$ cat src/rtl/joy_db15_scanner.sv
// joy_db15_scanner: scans two 16-button pads on a 32-bit '165 shift-register chain.
// Ports:
//    clk        - system clock
//    RESET_N    - asynchronous active-low reset
//    JOY_DATA   - serial data from the chain, low = pressed
//    JOY_CLK    - registered shift clock to the chain
//    JOY_LOAD   - registered active-low parallel load to the chain
//    joystick1  - player 1 buttons (raw[15:0] inverted), active-high
//    joystick2  - player 2 buttons (raw[31:16] inverted), active-high
//    frame_stb  - one-cycle pulse in the cycle joystick1/joystick2 take new values
module joy_db15_scanner #(
   parameter int CLK_DIV   = 50,
   parameter int FRAME_GAP = 1000
) (
   input  logic        clk,
   input  logic        RESET_N,
   input  logic        JOY_DATA,
   output logic        JOY_CLK,
   output logic        JOY_LOAD,
   output logic [15:0] joystick1,
   output logic [15:0] joystick2,
   output logic        frame_stb
);

   typedef enum logic [1:0] {S_LOAD, S_SHIFT, S_PUBLISH, S_GAP} state_t;

   state_t      state_q, state_d;
   logic [15:0] div_q, div_d;
   logic [15:0] slot_q, slot_d;
   logic [4:0]  idx_q, idx_d;
   logic        phase_q, phase_d;
   logic [31:0] raw_q, raw_d;
   logic [1:0]  sync_q;
   logic        jclk_q, jclk_d;
   logic        jload_q, jload_d;
   logic [15:0] j1_q, j1_d;
   logic [15:0] j2_q, j2_d;
   logic        stb_q, stb_d;
   logic        tick;
   logic        gap_done;

   // An all-zero player field means nothing is plugged in, so report no buttons.
   function automatic logic [15:0] player(input logic [15:0] r);
      return (r == 16'h0000) ? 16'h0000 : ~r;
   endfunction

   assign JOY_CLK   = jclk_q;
   assign JOY_LOAD  = jload_q;
   assign joystick1 = j1_q;
   assign joystick2 = j2_q;
   assign frame_stb = stb_q;

   always_comb begin
      // The divider freezes during the single PUBLISH cycle, stretching the frame by one clk.
      tick     = (state_q != S_PUBLISH) && (div_q == 16'(CLK_DIV - 1));
      div_d    = (state_q == S_PUBLISH) ? div_q : (tick ? 16'd0 : div_q + 16'd1);
      gap_done = ({1'b0, slot_q} + 17'd1) >= 17'(FRAME_GAP);
      state_d  = state_q;
      slot_d   = slot_q;
      idx_d    = idx_q;
      phase_d  = phase_q;
      raw_d    = raw_q;
      jclk_d   = jclk_q;
      jload_d  = jload_q;
      j1_d     = j1_q;
      j2_d     = j2_q;
      stb_d    = 1'b0;
      case (state_q)
         // slot_q counts load ticks already driven low; coming out of reset it starts at 0
         // so the first tick after release is the first low-load tick.
         S_LOAD: if (tick) begin
            if (slot_q == 16'd2) begin
               state_d = S_SHIFT;
               slot_d  = '0;
               idx_d   = '0;
               phase_d = 1'b0;
               jclk_d  = 1'b0;
               jload_d = 1'b1;
            end else begin
               slot_d  = slot_q + 16'd1;
               jload_d = 1'b0;
               jclk_d  = 1'b1;
            end
         end
         S_SHIFT: if (tick) begin
            if (!phase_q) begin
               raw_d[idx_q] = sync_q[1];
               phase_d      = 1'b1;
               jclk_d       = 1'b1;
            end else if (idx_q == 5'd31) begin
               state_d = S_PUBLISH;
               phase_d = 1'b0;
               j1_d    = player(raw_q[15:0]);
               j2_d    = player(raw_q[31:16]);
               stb_d   = 1'b1;
            end else begin
               idx_d   = idx_q + 5'd1;
               phase_d = 1'b0;
               jclk_d  = 1'b0;
            end
         end
         S_PUBLISH: begin
            state_d = S_GAP;
            slot_d  = '0;
         end
         S_GAP: if (tick) begin
            if (gap_done) begin
               state_d = S_LOAD;
               slot_d  = 16'd1;
               jload_d = 1'b0;
            end else begin
               slot_d = slot_q + 16'd1;
            end
         end
      endcase
   end

   always_ff @(posedge clk or negedge RESET_N) begin
      if (!RESET_N) begin
         state_q <= S_LOAD;
         div_q   <= '0;
         slot_q  <= '0;
         idx_q   <= '0;
         phase_q <= 1'b0;
         raw_q   <= '0;
         sync_q  <= '0;
         jclk_q  <= 1'b1;
         jload_q <= 1'b1;
         j1_q    <= '0;
         j2_q    <= '0;
         stb_q   <= 1'b0;
      end else begin
         state_q <= state_d;
         div_q   <= div_d;
         slot_q  <= slot_d;
         idx_q   <= idx_d;
         phase_q <= phase_d;
         raw_q   <= raw_d;
         sync_q  <= {sync_q[0], JOY_DATA};
         jclk_q  <= jclk_d;
         jload_q <= jload_d;
         j1_q    <= j1_d;
         j2_q    <= j2_d;
         stb_q   <= stb_d;
      end
   end

endmodule

$ cat config.mk
export PLATFORM = sky130hd
export DESIGN_NAME = joy_db15_scanner
export DESIGN_NICKNAME = d
export VERILOG_FILES = /design/src/rtl/joy_db15_scanner.sv
export SDC_FILE = /design/constraint.sdc
export NUM_CORES = 1
export LEC_CHECK = 0
export CAP_MARGIN = 30
export CORE_MARGIN = 10
export CORE_UTILIZATION = 55
export CTS_CLUSTER_DIAMETER = 200
export DETAILED_ROUTE_END_ITERATION = 16
export DONT_BUFFER_PORTS = 1
export PLACE_DENSITY = 0.71
export SLEW_MARGIN = 20
export SYNTH_ARGS = -nofsm -noshare
export SYNTH_HDL_FRONTEND = slang
export SYNTH_SLANG_ARGS = --single-unit
export TNS_END_PERCENT = 10
$ cat constraint.sdc
create_clock -name clk -period 2.21 [get_ports clk]
set_input_delay 0 -clock clk [delete_from_list [all_inputs] [get_ports clk]]
set_output_delay 0 -clock clk [all_outputs]
set_load 0.1 [all_outputs]
==> results.txt <==
----------------------------------------------------
[Logic synthesis]
  Yosys warns ... 0
  Dominant combinational cell family by area after synthesis ... simple AND/OR/NAND/NOR gates
  Post-Synthesis Cells ... 536
  Synth cell types ... 62
  Async set-reset flop share out of synthesis ... 100.0%
  Most frequent cell after synthesis ... sky130_fd_sc_hd__dfrtp_1
  Mean cell area of the mapped netlist ... 10.57 sq um
  Most frequent cells after synthesis ... 107 x sky130_fd_sc_hd__dfrtp_1, 62 x sky130_fd_sc_hd__nand2_1, 54 x sky130_fd_sc_hd__nor2_1
  Main area contributors after synthesis ... sky130_fd_sc_hd__dfrtp_1 47%, sky130_fd_sc_hd__mux2_2 6.0%, sky130_fd_sc_hd__nand2_1 4.1%, sky130_fd_sc_hd__nor2_1 3.6%, sky130_fd_sc_hd__o31ai_1 3.6%
  Simple-gate portion of the synthesized area ... 21.28%
  Synth Area in Compound Gates ... 11.52%
  Number of synthesized flops with an enable pin ... 0
  Number of flip-flops and latches in the synthesized netlist ... 109
  Post-synthesis adder-cell area fraction ... 2.870%
  Number of nets in the synthesized netlist ... 552
  Share of cell area taken by muxes after synthesis ... 7.439%
  Share of the synthesized area in the top cell type ... 47.24%
  Sequential share of the synthesized area ... 48.17%
  Xor-xnor portion of the synthesized cell area ... 4.327%
  Library cell with the largest summed area after synthesis ... sky130_fd_sc_hd__dfrtp_1
  Primary FF master, synth ... sky130_fd_sc_hd__dfrtp_1
  Combined area of all synthesized cells ... 5668 sq um

[Detailed routing]
  Number of nets still failing antenna checks after routing ... 0
  Final wirelength ... 12.45 mm
  Overall via count from detail_route ... 4,310
  Drt via density ... 5.694
  Starting DRT DRC Count ... 327
  Drt pass-1 iters ... 5
  Average wire per cell in the routed design ... 16.44 microns
  # DRC ... 0

[Die]
  Standard cell core area ... 9910 sq um
  Overall die height ... 121.5 microns
  Number of placement rows ... 36
  Die Outline Area ... 14,770 sq um
  Top-level I/O count ... 38
  DIE WIDTH ... 121.5 microns
  Effective utilization at floorplan ... 57.20%

[Clock network]
  Later-pin clock latency in the skew report ... 390 ps
  Clock tree from TritonCTS ... yes
  CTS buffer count ... 9
  Worst-path clk slew ... 110 ps
  H-tree Lvls ... 3
  Cell at the root of the clock tree ... sky130_fd_sc_hd__clkbuf_8
  Maximum clock insertion buffer count ... 2
  Hold-fix buffers, CTS ... 1
  Number of sinks on the clock net ... 109

[Setup path]
  Critical path's largest stage delay ... 430 ps
  Arrival time of data at the critical path endpoint ... 2560 ps
  Series of cell instances along the critical path ... ha_2, buf_6, or3b_4, o22ai_2, a32o_2, o211ai_1, buf_4, buf_4, a31oi_1, o22ai_1
  Cell family with the largest share of critical-path delay ... compound AO/OA/AOI/OAI gates
  Critical path capture point type ... flop
  Most frequent CP cell ... sky130_fd_sc_hd__buf_4
  Largest fanout on the critical path ... 4
  Class of the most critical setup path ... flop to flop
  Crit path buffers/inverters ... 3
  Data required, critical path ... 2530 ps
  Slowest library cell on the worst path ... sky130_fd_sc_hd__dfrtp_1
  Worst setup SP type ... flop

[Pwr]
  Final Total Pwr ... 0.003174 W
  Ratio of total power to cell area ... 453.5 nW/um^2
  Static leakage ... 3.241 nW
  Worst IR drop on VDD ... 0.2614 mV

[Final layout]
  Area Growth Syn to Fin ... 23.47%
  Utilization after layout ... 70.62%
  Antenna diode instance count ... 0
  Post-layout net count ... 635
  Count of filler cells inserted in the layout ... 725
  Post-Layout Inst Area ... 6998 sq um
  Footprint of the multi-input gates ... 2987 sq um
  Share of cells above drive strength 1 ... 41.51%
  Reg area ... 2739 sq um

[Status]
  Failing checks ... hold timing, setup timing
  Run status ... finished with violations

[Global route]
  Wire length of the first global-routing pass ... 19.88 mm
  Largest net degree at the start of global routing ... 110
  GR Overflow Total ... 0
  Number of antenna violations at the first check in global routing ... 0
  Total GRT Usage ... 16.11%
  Via count of the first global-routing pass ... 4,136

[STA]
  Maximum operating frequency ... 446.3 MHz
  Fin crit period ... 2241 ps
  # setup viols final ... 6
  Tcrit/Tclk final ... 101.4%
  RSZ-0062 raised after global routing ... yes
  Relative slew margins ... 40.54%
  Max-slew violations ... 0
  Endpoints failing hold ... 109
  Final worst hold slack ... -704.2 ps
  Least setup slack across all paths after layout ... -30.83 ps
  Transition at the pin with the smallest max-transition slack ... 891.9 ps
  Largest clock skew in the final design ... 13.70 ps

[Place]
  Post-detailed-placement half-perimeter wirelength ... 8.217 mm
  Placement Cell Area ... 6349 sq um
  Port Buffer Count ... 0
  Placer congestion estimate ... 0.8591

[Flow run]
  Max-cap violations ... 0

[Hold path]
  Worst hold path type ... input port to asynchronous set/reset pin

----------------------------------------------------
## cell usage in the layout (no fill, tap or decap), types with 3 or more instances in the layout
cell type,count
sky130_fd_sc_hd__dfrtp_1,100
sky130_fd_sc_hd__buf_4,95
sky130_fd_sc_hd__nand2_1,57
sky130_fd_sc_hd__nor2_1,42
sky130_fd_sc_hd__mux2_2,29
sky130_fd_sc_hd__o31ai_2,20
sky130_fd_sc_hd__nor2_2,19
sky130_fd_sc_hd__inv_1,15
sky130_fd_sc_hd__o31ai_1,15
sky130_fd_sc_hd__xor2_1,14
sky130_fd_sc_hd__xnor2_1,12
sky130_fd_sc_hd__o21ai_0,11
sky130_fd_sc_hd__nand3_1,11
sky130_fd_sc_hd__ha_1,11
sky130_fd_sc_hd__nand4_1,10
sky130_fd_sc_hd__clkbuf_8,9
sky130_fd_sc_hd__nor4_1,8
sky130_fd_sc_hd__a21oi_1,7
sky130_fd_sc_hd__buf_6,7
sky130_fd_sc_hd__dfrtp_2,7
sky130_fd_sc_hd__and4_1,6
sky130_fd_sc_hd__nor4_4,5
sky130_fd_sc_hd__mux2i_1,5
sky130_fd_sc_hd__and3_1,4
sky130_fd_sc_hd__nand3_2,4
sky130_fd_sc_hd__nand3b_1,4
sky130_fd_sc_hd__nor3_1,3
sky130_fd_sc_hd__nand2_2,3
sky130_fd_sc_hd__nor4_2,3
sky130_fd_sc_hd__nand2b_1,3
sky130_fd_sc_hd__or3_1,3
sky130_fd_sc_hd__mux2_1,3
sky130_fd_sc_hd__nor2b_1,3
sky130_fd_sc_hd__a31oi_1,3
sky130_fd_sc_hd__nor2_4,3
sky130_fd_sc_hd__clkinv_4,3
## per-stage QoR
step	TNS (ps)	std cells	setup slack, ps	hold WS (ps)
2_1_floorplan	0	536	6.257	-295.6
3_3_place_gp	0	720	2.754	-291.6
3_5_place_dp	-767.5	720	-56.04	-291.8
4_1_cts	0	741	0.7125	-708.8
5_1_grt	-4966	757	-120.9	-727.4
6_report	-57.98	757	-30.83	-704.2
## final cells by class
| cell class | instances | area share (%) |
|---|---|---|
| multi-input combinational | 376 | 42.68 |
| sequential | 109 | 39.14 |
| timing repair buffer | 107 | 12.32 |
| tap | 133 | 2.378 |
| clock buffer | 10 | 1.824 |
| inverter | 16 | 0.8582 |
| clock inverter | 6 | 0.8046 |
## power breakdown
group / total [W] / switching, W / internal (W) / leakage, nW
combinational: 0.00000193 / 0.000000281 / 0.00000164 / 1.66
sequential: 0.00200 / 0.00000781 / 0.00199 / 1.49
clock: 0.00117 / 0.000736 / 0.000433 / 0.0905
## final timing paths
path	endpoint	slack [ps]	depth (start not counted)	start
setup / recovery	JOY_LOAD	-30	10	slot_q[0]
hold / removal	joystick1[4]	-700	0	RESET_N
max in group asynchronous	JOY_CLK	2700	0	RESET_N
hold reg to reg	sync_q[1]	350	0	sync_q[0]
min in group clk	sync_q[0]	180	1	JOY_DATA
setup reg to reg	JOY_LOAD	-30	10	slot_q[0]
## cells by family after synthesis
logic type / count (synthesis)
AOI/OAI and AO/OA: 81
muxes: 38
DFF: 109
xor gates and xnor gates: 28
buffers and inverters: 51
adders and majority gates: 13
and+or+nand+nor: 216
## layer usage
metal	track usage [%]	up-vias	routed length, microns
met3	3.304	16	638
met2	27.17	104	6327
li1	-	2065	-
met5	0	-	0
met1	20.02	2125	5278
met4	5.812	0	203
## timing repair
| item | in CTS | in global routing |
|---|---|---|
| pin swaps | 6 | 16 |
| cloned | 0 | 1 |
| hold endpoints to repair | 110 | 109 |
| gates resized for setup | 7 | 70 |
| buffers inserted | 4 | 15 |
| endpoints found under the setup margin | 57 | 88 |
## registers in the layout, summed over array words and instances, names as in the netlist
signal / count
JOY_LOAD: 1
slot_q: 16
state_q: 2
phase_q: 1
frame_stb: 1
JOY_CLK: 1
div_q: 16
raw_q: 32
idx_q: 5
joystick1: 16
sync_q: 2
joystick2: 16
## worst reg2reg max path: stages, from the launching register on
cell,delay (ps)
sky130_fd_sc_hd__dfrtp_1,430
sky130_fd_sc_hd__ha_2,220
sky130_fd_sc_hd__buf_6,120
sky130_fd_sc_hd__or3b_4,360
sky130_fd_sc_hd__o22ai_2,90
sky130_fd_sc_hd__a32o_2,150
sky130_fd_sc_hd__o211ai_1,230
sky130_fd_sc_hd__buf_4,220
sky130_fd_sc_hd__buf_4,120
sky130_fd_sc_hd__a31oi_1,150
sky130_fd_sc_hd__o22ai_1,90
(Power assumes the default switching activity.)
